--- src/rtl/ysyx_24120013_ctrl_pkg.sv ---
// ysyx_24120013_ctrl_pkg: shared types for the multi-cycle core sequencer.
// Revision: 1.0
`default_nettype none

package ysyx_24120013_ctrl_pkg;

  typedef enum logic [2:0] {
    ST_IDLE   = 3'd0,
    ST_FETCH  = 3'd1,
    ST_DECODE = 3'd2,
    ST_EXEC   = 3'd3,
    ST_WB     = 3'd4,
    ST_HALT   = 3'd5
  } state_t;

  typedef logic [1:0] halt_code_t;

  localparam halt_code_t HALT_NONE      = 2'd0;
  localparam halt_code_t HALT_EBREAK    = 2'd1;
  localparam halt_code_t HALT_FETCH_ERR = 2'd2;
  localparam halt_code_t HALT_FETCH_TMO = 2'd3;

endpackage

`default_nettype wire

--- src/rtl/ysyx_24120013_fetch_wdog.sv ---
// ysyx_24120013_fetch_wdog: clearable fetch-wait counter; expired flags the last allowed idle cycle.
// Revision: 1.0
`default_nettype none

module ysyx_24120013_fetch_wdog #(
  parameter int TIMEOUT_CYCLES = 255
) (
  input  logic clk,
  input  logic rst,
  input  logic clr,
  input  logic en,
  output logic expired
);

  generate
    if (TIMEOUT_CYCLES > 0) begin : g_tmo_on
      localparam int CW = (TIMEOUT_CYCLES > 1) ? $clog2(TIMEOUT_CYCLES) : 1;
      logic [CW-1:0] cnt;

      always_ff @(posedge clk) begin
        if (rst || clr) begin
          cnt <= '0;
        end else if (en) begin
          cnt <= cnt + CW'(1);
        end
      end

      assign expired = en && (cnt == CW'(TIMEOUT_CYCLES - 1));
    end else begin : g_tmo_off
      logic unused_inputs;
      assign unused_inputs = &{1'b0, clk, rst, clr, en};
      assign expired = 1'b0;
    end
  endgenerate

endmodule

`default_nettype wire

--- src/rtl/ysyx_24120013_core_ctrl.sv ---
// ysyx_24120013_core_ctrl: FETCH/DECODE/EXEC/WB sequencer with halt detection and cycle/instret counters.
// Revision: 1.0
`default_nettype none

module ysyx_24120013_core_ctrl
  import ysyx_24120013_ctrl_pkg::*;
#(
  parameter int TIMEOUT_CYCLES = 255,
  parameter int CNT_WIDTH      = 32
) (
  input  logic                 clk,
  input  logic                 rst,
  output logic                 ifu_req,
  input  logic                 ifu_rvalid,
  input  logic                 ifu_err,
  output logic                 idu_latch,
  input  logic                 halt_req,
  output logic                 exu_start,
  input  logic                 exu_done,
  output logic                 rf_wen_gate,
  output logic                 pc_update,
  output logic                 halted,
  output logic [1:0]           halt_code,
  output logic [CNT_WIDTH-1:0] cycle_cnt,
  output logic [CNT_WIDTH-1:0] instret
);

  state_t     state, state_next;
  halt_code_t code_q, code_next;
  logic       exec_first;
  logic       wdog_clr, wdog_en, wdog_expired;

  // Holding the counter clear outside FETCH guarantees it starts at zero on every entry.
  assign wdog_clr = (state != ST_FETCH);
  assign wdog_en  = (state == ST_FETCH) && !ifu_rvalid && !ifu_err;

  ysyx_24120013_fetch_wdog #(
    .TIMEOUT_CYCLES(TIMEOUT_CYCLES)
  ) u_fetch_wdog (
    .clk    (clk),
    .rst    (rst),
    .clr    (wdog_clr),
    .en     (wdog_en),
    .expired(wdog_expired)
  );

  always_comb begin
    state_next = state;
    code_next  = code_q;
    case (state)
      ST_IDLE:   state_next = ST_FETCH;
      ST_FETCH: begin
        if (ifu_err) begin
          state_next = ST_HALT;
          code_next  = HALT_FETCH_ERR;
        end else if (ifu_rvalid) begin
          state_next = ST_DECODE;
        end else if (wdog_expired) begin
          state_next = ST_HALT;
          code_next  = HALT_FETCH_TMO;
        end
      end
      ST_DECODE: begin
        if (halt_req) begin
          state_next = ST_HALT;
          code_next  = HALT_EBREAK;
        end else begin
          state_next = ST_EXEC;
        end
      end
      ST_EXEC:   if (exu_done) state_next = ST_WB;
      ST_WB:     state_next = ST_FETCH;
      ST_HALT:   state_next = ST_HALT;
      default:   state_next = ST_IDLE;
    endcase
  end

  always_ff @(posedge clk) begin
    if (rst) begin
      state      <= ST_IDLE;
      code_q     <= HALT_NONE;
      exec_first <= 1'b0;
      cycle_cnt  <= '0;
      instret    <= '0;
    end else begin
      state      <= state_next;
      code_q     <= code_next;
      // Registered marker so exu_start stays a Moore pulse on the first EXEC cycle only.
      exec_first <= (state == ST_DECODE) && (state_next == ST_EXEC);
      if (state inside {ST_FETCH, ST_DECODE, ST_EXEC, ST_WB}) begin
        cycle_cnt <= cycle_cnt + CNT_WIDTH'(1);
      end
      // An ebreak retires at the DECODE->HALT transition, without a WB cycle.
      if ((state == ST_WB) || ((state == ST_DECODE) && halt_req)) begin
        instret <= instret + CNT_WIDTH'(1);
      end
    end
  end

  assign ifu_req     = (state == ST_FETCH);
  assign idu_latch   = (state == ST_DECODE);
  assign exu_start   = (state == ST_EXEC) && exec_first;
  assign rf_wen_gate = (state == ST_WB);
  assign pc_update   = (state == ST_WB);
  assign halted      = (state == ST_HALT);
  assign halt_code   = code_q;

endmodule

`default_nettype wire

--- config.mk ---
export PLATFORM = sky130hd
export DESIGN_NAME = ysyx_24120013_core_ctrl
export DESIGN_NICKNAME = d
export VERILOG_FILES = /design/src/rtl/ysyx_24120013_ctrl_pkg.sv /design/src/rtl/ysyx_24120013_fetch_wdog.sv /design/src/rtl/ysyx_24120013_core_ctrl.sv
export SDC_FILE = /design/constraint.sdc
export NUM_CORES = 1
export LEC_CHECK = 0
export ABC_CLOCK_PERIOD_IN_PS = 3470
export CORE_MARGIN = 3
export CORE_UTILIZATION = 40
export DETAILED_ROUTE_END_ITERATION = 10
export PLACE_DENSITY = 0.64
export SYNTH_ARGS = -nofsm -noshare
export SYNTH_HDL_FRONTEND = slang
export SYNTH_SLANG_ARGS = --single-unit
--- constraint.sdc ---
create_clock -name clk -period 3.47 [get_ports clk]
set_input_delay 0.694 -clock clk [delete_from_list [all_inputs] [get_ports clk]]
set_output_delay 0.694 -clock clk [all_outputs]
set_load 0.02 [all_outputs]
# ---- Word-level counts from Yosys, hierarchy flattened
# Index checks and enable logic that the tools add are counted.
dict set report op_classes {
  n_addsub 3
  multipliers 0
  n_div 0
  magnitude_cmp 0
  n_eq_ne 11
  shift 0
  mux 11
  n_bitwise 0
  reduce_logical 15
}
# operator count
set op_table {}
lappend op_table {{32-bit by 1-bit adder with 32-bit output, second input constant} 2}
lappend op_table {{3-bit 2-to-1 mux} 5}
lappend op_table {{3-bit one-hot mux with 5 select lines} 1}
lappend op_table {{3-bit by 2-bit == test with 1-bit output, second input constant} 3}
lappend op_table {{8-bit by 1-bit adder with 8-bit output, second input constant} 1}
lappend op_table {{8-bit == test, second input constant} 1}
lappend op_table {{2-bit 2-to-1 mux} 4}
lappend op_table {{3-bit == test, second input constant} 2}
lappend op_table {{1-bit logical AND} 6}
lappend op_table {{3-bit by 1-bit != test with 1-bit output, second input constant} 2}
lappend op_table {{2-bit one-hot mux with 2 select lines} 1}
lappend op_table {{4-bit AND reduction} 1}
lappend op_table {{4-bit nonzero test} 1}
lappend op_table {{3-bit by 1-bit == test with 1-bit output, second input constant} 1}
lappend op_table {{3-bit zero test} 1}
lappend op_table {{3-bit by 2-bit != test with 1-bit output, second input constant} 1}
lappend op_table {{1-bit zero test} 2}
lappend op_table {{1-bit logical OR} 2}
lappend op_table {{2-bit by 1-bit != test with 1-bit output, second input constant} 1}
lappend op_table {{2-bit nonzero test} 1}
lappend op_table {{2-bit OR reduction} 1}
dict set report totals {
  ff_bits 78
  latch_bits 0
  mem_bits_rw 0
  mem_bits_ro 0
  in_bits 6
  output_inout_bits 72
  elab_cells 46
  mem_count 0
}

# ---- Depth between registers and ports, before layout
# Gate-level depths: netlist of run 1.
dict set report logic_depth {
  depth_word 10
  depth_mapped 7
  depth_no_buf 6
}

# ---- Modules after synthesis
# From an unflattened synthesis of run 1, not the netlist that was laid out.
dict set report hier_totals {
  cells_unflattened 466
  area_unflattened_um2 3990.1
}
# mod n_inst cells_each area_each_um2 seq_area_each_um2
set by_module_without_submodules {}
lappend by_module_without_submodules {ysyx_24120013_core_ctrl 1 424 3621.0 1401.3}
lappend by_module_without_submodules {ysyx_24120013_fetch_wdog 1 42 369.1 160.2}

# ---- Worst setup path after synthesis of run 1
# Ideal clock, no wire load.
dict set report synth_path {
  path_type {register to register}
  start {reg state[2]}
  end {reg u_fetch_wdog.g_tmo_on.cnt[7]}
  setup_ns 0.070
  t_arrival_ns 1.927
  required_ns 3.400
  path_slack_ns 1.473
  path_stages_with_launch 7
  n_path_buf 1
  synth_period_minus_slack_ns 1.997
  cell_sequence {dfxtp_1 > buf_6 > nor3b_1 > and3_1 > nand3_1 > or3_1 > a21oi_1}
}
dict set report synth_via {
  elab_chain_cells 3
  word_cells_on_any_way 5
  cone_classes {eq/ne (2); reduce/logical (3)}
}
# element line_no
set synth_lines {}
lappend synth_lines {{start, declared} ysyx_24120013_core_ctrl.sv:28} ;# state_t state, state_next;
lappend synth_lines {{start signal, assigned} ysyx_24120013_core_ctrl.sv:86} ;# state <= state_next;
lappend synth_lines {{3-bit by 1-bit == test with 1-bit output} -}
lappend synth_lines {{net ifu_req} ysyx_24120013_core_ctrl.sv:13} ;# output logic ifu_req,
lappend synth_lines {{1-bit logical AND (2 in a row)} ysyx_24120013_core_ctrl.sv:35} ;# assign wdog_en = (state == ST_FETCH) && !ifu_rvalid && !ifu_err;
lappend synth_lines {{end signal, assigned} ysyx_24120013_fetch_wdog.sv:24} ;# cnt <= cnt + CW'(1);
lappend synth_lines {{end, declared} ysyx_24120013_fetch_wdog.sv:18} ;# logic [CW-1:0] cnt;
# The timed path passes the listed nets, and every way through them passes these cells.
# A chain may end at the register's enable or synchronous reset.

# ---- Worst setup path in the final report of run 1
dict set report layout_path {
  start {reg state[0]}
  end {out ifu_req}
}
dict set report layout_via {
  elab_chain_cells 1
}
# element line_no
set layout_lines {}
lappend layout_lines {{3-bit by 1-bit == test with 1-bit output} ysyx_24120013_core_ctrl.sv:100} ;# assign ifu_req = (state == ST_FETCH);
lappend layout_lines {{end, declared} ysyx_24120013_core_ctrl.sv:13}
# No other way between the ends.

==> results of run 1 <==
[layer usage]
layer | routed length (µm) | GRT usage
met5 | 0 | 0
met2 | 3540 | 0.252
met3 | 317 | 0.0280
met1 | 4050 | 0.219
met4 | 107 | 0.0595
[worst min-delay path by stage]
stage,cells past startpoint,startpoint,end
after floorplan,2,u_fetch_wdog.g_tmo_on.cnt[7],u_fetch_wdog.g_tmo_on.cnt[7]
after detailed placement,2,halt_code[1],halt_code[1]
after global routing,2,halt_code[1],halt_code[1]
after CTS,2,halt_code[1],halt_code[1]
after global placement,2,cycle_cnt[31],cycle_cnt[31]
final,2,halt_code[1],halt_code[1]
[where the power goes]
group	switching [W]	internal (W)	total, W
sequential	0.0000189	0.000906	0.000924
clock	0.000322	0.000314	0.000636
combinational	0.0000601	0.0000449	0.000105
[flip-flops by register name, summed over array words and instances (netlist names)]
| signal | flops |
|---|---|
| state | 3 |
| exec_first | 1 |
| cycle_cnt | 32 |
| u_fetch_wdog.g_tmo_on.cnt | 8 |
| halt_code | 2 |
| instret | 32 |
[stage by stage]
step	util	power (W)	setup WS [ns]	instance area [µm²]
after floorplan	-	0.00101	1.47	3680
after global routing	0.529	0.00173	0.467	4680
after CTS	0.529	0.00169	0.571	4680
after detailed placement	0.508	0.00105	0.693	4500
after global placement	0.508	0.00105	0.714	4500
final	0.529	0.00167	0.620	4680
[critical path, cell delays in order, from the launching register on]
cell             delay (ns)
dfxtp_1                0.66
nor3b_1                0.46
clkdlybuf4s50_1        0.70
[cell usage in the layout, fill, tap and decap left out, types with 6 or more instances in the layout]
cell             Yosys  final
a21oi_1              8      8
and3_1              11     11
and4_1              12     12
clkbuf_8             0     12
clkdlybuf4s50_1      0     76
dfxtp_1             78     78
inv_1               10     10
nand2_1             24     24
nand3_1             25     25
nand4_1             21     21
nor2_1              78     78
nor3_1               6      6
o21ai_0              7      7
xnor2_1             18     18
xor2_1              44     44
[area by class of cell]
class | instances | share of cell area
well taps | 108 | 0.0289
clock inverters | 4 | 0.00428
inverters | 10 | 0.00802
flip-flops and latches | 78 | 0.334
clock buffers | 12 | 0.0353
multi-input cells | 309 | 0.420
repair buffers | 81 | 0.170
[kinds of logic (layout without fill, tap and decap cells)]
family                   count (synthesis)  count (layout)  synth area share
adder cells (fa/ha/maj)                  4               4            0.0136
XOR/XNOR                                62              62             0.147
buffers and inverters                   33             107            0.0428
multiplexers                             3               3           0.00883
flip-flops                              78              78             0.424
AND/OR/NAND/NOR                        213             213             0.315
AO/OA/AOI/OAI                           27              27            0.0486
==> flow_summary.toml, run 1 <==
[run_status]
status = "finished clean"

[grt]
grt_max_degree = 47
antenna_found_initial = 0
grt_pass1_wl_um = 13600
grtUsageTotal = 0.160
grt_overflow = 0
first_global_vias = 2913

[detailed_routing]
via_count = 3106
route.detailed.drc = 0
drtPass1Iterations = 5
vias_per_cell = 5.16
drtIter0Drc = 117
ant_nets = 0
finalWirelength_um = 8010
wl_per_cell_um = 13.3

[synthesis]
syn-num-nets = 430
synth_warnings = 0
synth_area_leaders = "dfxtp_1 42%, xor2_1 10%, nor2_1 7.9%"
synth_top_cell_by_area = "dfxtp_1"
synth_commonest_cells = "78 x dfxtp_1, 78 x nor2_1, 44 x xor2_1, 25 x nand3_1, 24 x nand2_1"
synth-edff-count = 0
synth_cell_types = 46
synth-async-reset-ratio = 0
syn_inst = 420
syn_area_per_cell_um2 = 8.77
synthFlopType = "dfxtp_1"
yosysSeqAreaShare = 0.424
syn_area_um2 = 3680
ys_ff_latch = 78
synth_top_cell_area_share = 0.424

[finish]
multi_input_area_um2 = 1970
nNetsFinal = 499
area_growth_pct = 27.0
n_fill_cell = 871
final_cell_count_no_fill = 602
drive_above_1_share = 0.0729
regArea_um2 = 1560
antenna_cells = 0

[sta]
maxSlewViolCount = 0
tightest_slew_ns = 0.837
setup_viol = 0
fmax_ghz = 0.351
layout_min_cycle_time_ns = 2.85
timing.hold.ws_ns = 0.484
finalCritPeriodShare = 0.821
rsz0062_at_grt = "false"
setup_tns_ns = 0
max_slew_margin = 0.442
worst_clock_skew_ns = 0.00820
hold_viol = 0

[floorplan]
die_area_um2 = 10400
coreArea_um2 = 8850
io_pins = 78
start_util = 0.416
fp.dieW_um = 102
die_h_um = 102
rows = 34

[clock_tree]
clock-root-buffer = "clkbuf_8"
cts_tree = "yes"
clk-insertion-delay-late_ns = 0.34
clock_sinks = 78
numCtsBuffers = 9
clockBufferDepth = 2
h-tree-depth = 3
hold_buffers = 0
post_cts_buffers = 0
ctsResizeCount = 0
path_clk_slew_ns = 0.08

[setup_path]
cp.arrival_ns = 2.16
cp_max_fo = 14
end_kind = "output pin"
worstSetupStartpoint = "state[0]"
rr_worst_depth = 5
crit_required_ns = 2.78
r2r_setup_slack_ns = 1.32
critical_path.endpoint = "ifu_req"
critPathLaunchType = "flip-flop"
worstSetupPathType = "reg -> out"
r2r_end = "instret[31]"
worstReg2RegStart = "state[1]"

[placed_design]
place.port_buffers = 77
place.gp.congestion = 0.735
hpwl_um = 5610
place_inst = 586

[pwr]
leakage_nw = 1.68
cellPowerDensity_nw_per_um2 = 356
vdd_drop_max_mv = 0.184

[flow_run]
maxCapViolCount = 0

[min_path]
min_path_type = "reg -> reg"
Power figures use the tool's default switching activity.
==> run 2: changes to the inputs <==
- ABC_CLOCK_PERIOD_IN_PS: 3470 -> 2700
- clock period: 3.47 -> 2.7 ns (I/O delays scaled with it)
==> run 2 against run 1 <==
Effect of this change:
- utilization is 0.81 points higher
- die area stayed put
- cell count is 0.50% higher
- power is 40% higher
- final area is 1.5% higher
- sequential power is 28% higher
- combinational power is 37% higher
- via count is 1.7% higher
- non-clock buffer count is 3 higher
- critical endpoint is now rf_wen_gate
- largest cell class unchanged
==> flow_summary.toml, run 2 (same netlist as run 1, synthesis figures left out) <==
[run_status]
status = "finished clean"

[grt]
grt_max_degree = 44
grtUsageTotal = 0.161
grt_overflow = 0
antenna_found_initial = 0
first_global_vias = 2971
grt_pass1_wl_um = 13700

[pwr]
power_w = 0.00233
vdd_drop_max_mv = 0.215
cellPowerDensity_nw_per_um2 = 491
leakage_nw = 1.71

[clock_tree]
clock-root-buffer = "clkbuf_8"
post_cts_buffers = 0
clock_sinks = 78
ctsResizeCount = 0
cts_tree = "yes"
numCtsBuffers = 9
path_clk_slew_ns = 0.07
clockBufferDepth = 2
hold_buffers = 0
clk-insertion-delay-late_ns = 0.34
h-tree-depth = 3

[setup_path]
worstSetupPathType = "reg -> out"
critPathLaunchType = "flip-flop"
cp.arrival_ns = 1.96
crit_required_ns = 2.16
rr_worst_depth = 6
cp_max_fo = 10
end_kind = "output pin"

[min_path]
min_path_type = "reg -> reg"
whs_path_depth = 2

[finish]
final_cell_mix = "78 x nor2_1, 78 x dfxtp_1, 76 x clkdlybuf4s50_1"
nNetsFinal = 502
stdcell_area_um2 = 4750
drive_above_1_share = 0.0765
antenna_cells = 0
area_growth_pct = 29.0
reg_top3 = "cycle_cnt: 32 flops, instret: 32 flops, u_fetch_wdog.g_tmo_on.cnt: 8 flops"
n_fill_cell = 841

[placed_design]
place.gp.congestion = 0.805
dp_slack_ns = 0.371
hpwl_um = 5870
placed_area_um2 = 4520
place.port_buffers = 77

[sta]
rsz0062_at_grt = "false"
worst_clock_skew_ns = 0.00763
fmax_ghz = 0.399
layout_min_cycle_time_ns = 2.50
finalCritPeriodShare = 0.928
max_slew_margin = 0.581
layout_setup_ws_ns = 0.196
setup_tns_ns = 0
tightest_slew_ns = 0.629
timing.hold.ws_ns = 0.498
hold_viol = 0
setup_viol = 0
maxSlewViolCount = 0

[detailed_routing]
finalWirelength_um = 8250
drtIter0Drc = 117
ant_nets = 0
wl_per_cell_um = 13.6
via_count = 3158
route.detailed.drc = 0
vias_per_cell = 5.22
drtPass1Iterations = 4

[floorplan]
start_util = 0.416
coreArea_um2 = 8850
fp.dieW_um = 102
die_area_um2 = 10400
rows = 34
io_pins = 78
die_h_um = 102

[flow_run]
maxCapViolCount = 0
run 2: cell types whose count changed in the layout (fill, tap and decap cells not counted):
cell,before,now
buf_4,4,7
clkinv_2,4,1
clkbuf_1,0,1
bufinv_16,0,2
run 2: area by class of cell:
cell class,count,area [µm²],share of cell area
Inverter,10,37.5,0.00790
Clock buffer,13,169,0.0355
Tap cell,108,135,0.0284
Clock inverter,3,65.1,0.0137
Multi-Input combinational cell,309,1970,0.414
Timing Repair Buffer,84,818,0.172
Sequential cell,78,1560,0.329
run 2: layer usage:
layer  track usage  wire, µm
met5             0         0
met4        0.0605       122
met2         0.256      3700
met1         0.216      4080
met3        0.0321       351
run 2: stage by stage:
step,utilization,cells
floorplan,-,420
global placement,0.511,589
detailed placement,0.511,589
CTS,0.537,605
global route,0.537,605
finish,0.537,605
run 2: path summary, 6_finish.rpt:
path | startpoint | endpoint | slack, ns
max | state[2] | rf_wen_gate | 0.20
min | halt_code[1] | halt_code[1] | 0.50
max reg2reg | cycle_cnt[3] | cycle_cnt[29] | 0.56
min reg2reg | halt_code[1] | halt_code[1] | 0.50
run 2: report_power, final:
group | switching (W) | internal [W] | leakage (nW)
combinational | 0.0000842 | 0.0000599 | 0.959
clock | 0.000411 | 0.000596 | 0.120
sequential | 0.0000197 | 0.00116 | 0.630
total | 0.000515 | 0.00182 | 1.71
run 2: critical path: stages (launching register included):
cell and delay, ns:
dfxtp_1 0.52, nor3b_2 0.43, clkdlybuf4s50_1 0.68
==> run 3: changes to the inputs <==
--- a/config.mk
+++ b/config.mk
@@ -7,4 +7,5 @@
 export LEC_CHECK = 0
 export ABC_CLOCK_PERIOD_IN_PS = 2700
+export CAP_MARGIN = 10
 export CORE_MARGIN = 3
 export CORE_UTILIZATION = 40
==> constraint.sdc (replaced) <==
create_clock -name clk -period 2.7 [get_ports clk]
set_input_delay 0.27 -clock clk [delete_from_list [all_inputs] [get_ports clk]]
set_output_delay 0.27 -clock clk [all_outputs]
set_load 0.02 [all_outputs]
==> run 3 against run 2 <==
Effect of this change:
- utilization shrank 0.23 points
- flip-flop and latch count unchanged
- critical path depth unchanged
- clock power shrank 10%
- setup slack improved by 0.20 ns
- highest routed layer unchanged
==> flow_summary.toml, run 3 (same netlist as run 1, synthesis figures left out) <==
[setup_path]
critPathLaunchType = "flip-flop"
r2r_setup_slack_ns = 0.55
worstReg2RegStart = "cycle_cnt[3]"
end_kind = "output pin"
r2r_end = "cycle_cnt[29]"
cp_max_fo = 14
cp.arrival_ns = 2.03
worstSetupPathType = "reg -> out"
critical_path.endpoint = "ifu_req"
worstSetupStartpoint = "state[1]"
crit_required_ns = 2.43
rr_worst_depth = 6

[clock_tree]
clockBufferDepth = 2
hold_buffers = 0
clock-root-buffer = "clkbuf_8"
cts_tree = "yes"
ctsResizeCount = 0
h-tree-depth = 3
post_cts_buffers = 0
path_clk_slew_ns = 0.08
numCtsBuffers = 9
clock_sinks = 78
clk-insertion-delay-late_ns = 0.34

[placed_design]
place_inst = 588
place.port_buffers = 77
place.gp.congestion = 0.821
placed_area_um2 = 4520
hpwl_um = 5680

[grt]
grt_overflow = 0
grtUsageTotal = 0.159
first_global_vias = 2934
grt_pass1_wl_um = 13500
antenna_found_initial = 0
grt_max_degree = 43

[sta]
fmax_ghz = 0.435
hold_viol = 0
max_slew_margin = 0.563
rsz0062_at_grt = "false"
finalCritPeriodShare = 0.852
layout_min_cycle_time_ns = 2.30
setup_viol = 0
worst_clock_skew_ns = 0.00969
tightest_slew_ns = 0.656
setup_tns_ns = 0
maxSlewViolCount = 0

[detailed_routing]
wl_per_cell_um = 13.2
vias_per_cell = 5.15
wl_met1_um = 3790
wl_met3_um = 403
finalWirelength_um = 7970
via_count = 3112
ant_nets = 0
drtIter0Drc = 74
route.detailed.drc = 0
top_layer = "met4"
dr_wl_met2_um = 3690
drtPass1Iterations = 4

[finish]
antenna_cells = 0
drive_above_1_share = 0.0766
regArea_um2 = 1560
area_growth_pct = 28.4
reg_top3 = "cycle_cnt: 32 flops, instret: 32 flops, u_fetch_wdog.g_tmo_on.cnt: 8 flops"
final_cell_mix = "78 x nor2_1, 78 x dfxtp_1, 76 x clkdlybuf4s50_1"
nNetsFinal = 501
multi_input_area_um2 = 1970
n_fill_cell = 844
stdcell_area_um2 = 4730
final_cell_count_no_fill = 604

[floorplan]
start_util = 0.416
die_h_um = 102
fp.dieW_um = 102
io_pins = 78
die_area_um2 = 10400
rows = 34
coreArea_um2 = 8850

[run_status]
status = "finished clean"

[pwr]
power_w = 0.00223
cellPowerDensity_nw_per_um2 = 472
vdd_drop_max_mv = 0.271
leakage_nw = 1.69

[min_path]
min_path_type = "in -> reg"

[flow_run]
maxCapViolCount = 0
run 3: cell types whose count changed in the layout (fill, tap and decap cells not counted), sizes merged:
cell | previous run | this run
clkinvlp | 0 | 3
bufinv | 2 | 1
clkbuf | 13 | 11
buf | 8 | 7
run 3: area by class of cell:
type | count | area share
repair buffers | 83 | 0.174
well taps | 108 | 0.0286
clock buffers | 11 | 0.0320
multi-input cells | 309 | 0.415
clock inverters | 5 | 0.0122
flip-flops and latches | 78 | 0.330
inverters | 10 | 0.00793
run 3: per-layer routing:
layer  global-route usage  vias up
li1                     -     1580
met2                0.255       84
met4               0.0474        0
met5                    0        -
met1                0.205     1440
met3               0.0512        8
run 3: stage by stage:
stage	hold WS [ns]	setup WS, ns	utilization
4_1_cts	0.434	0.355	0.535
6_report	0.437	0.399	0.535
2_1_floorplan	0.381	0.703	-
3_3_place_gp	0.475	0.663	0.511
5_1_grt	0.461	0.255	0.535
3_5_place_dp	0.481	0.585	0.511
run 3: worst min path at each step:
stage | from | slack, ns | cells after the start | to
2_1_floorplan | ifu_rvalid | 0.38 | 1 | state[0]
3_3_place_gp | halt_code[1] | 0.48 | 2 | halt_code[1]
3_5_place_dp | halt_code[1] | 0.48 | 2 | halt_code[1]
4_1_cts | rst | 0.43 | 2 | instret[25]
5_1_grt | rst | 0.46 | 2 | instret[5]
6_report | rst | 0.44 | 2 | instret[25]
run 3: critical path, cell delays in order, from the launching register on:
cell             delay [ns]
dfxtp_1                0.47
nor3b_1                0.52
clkdlybuf4s50_1        0.71
run 3: where the power goes:
group / total, W / internal, W / switching (W) / leakage (nW)
clock network: 0.000907 / 0.000476 / 0.000431 / 0.0976
logic: 0.000142 / 0.0000609 / 0.0000811 / 0.958
registers: 0.00118 / 0.00116 / 0.0000209 / 0.630
total: 0.00223 / 0.00170 / 0.000533 / 1.69
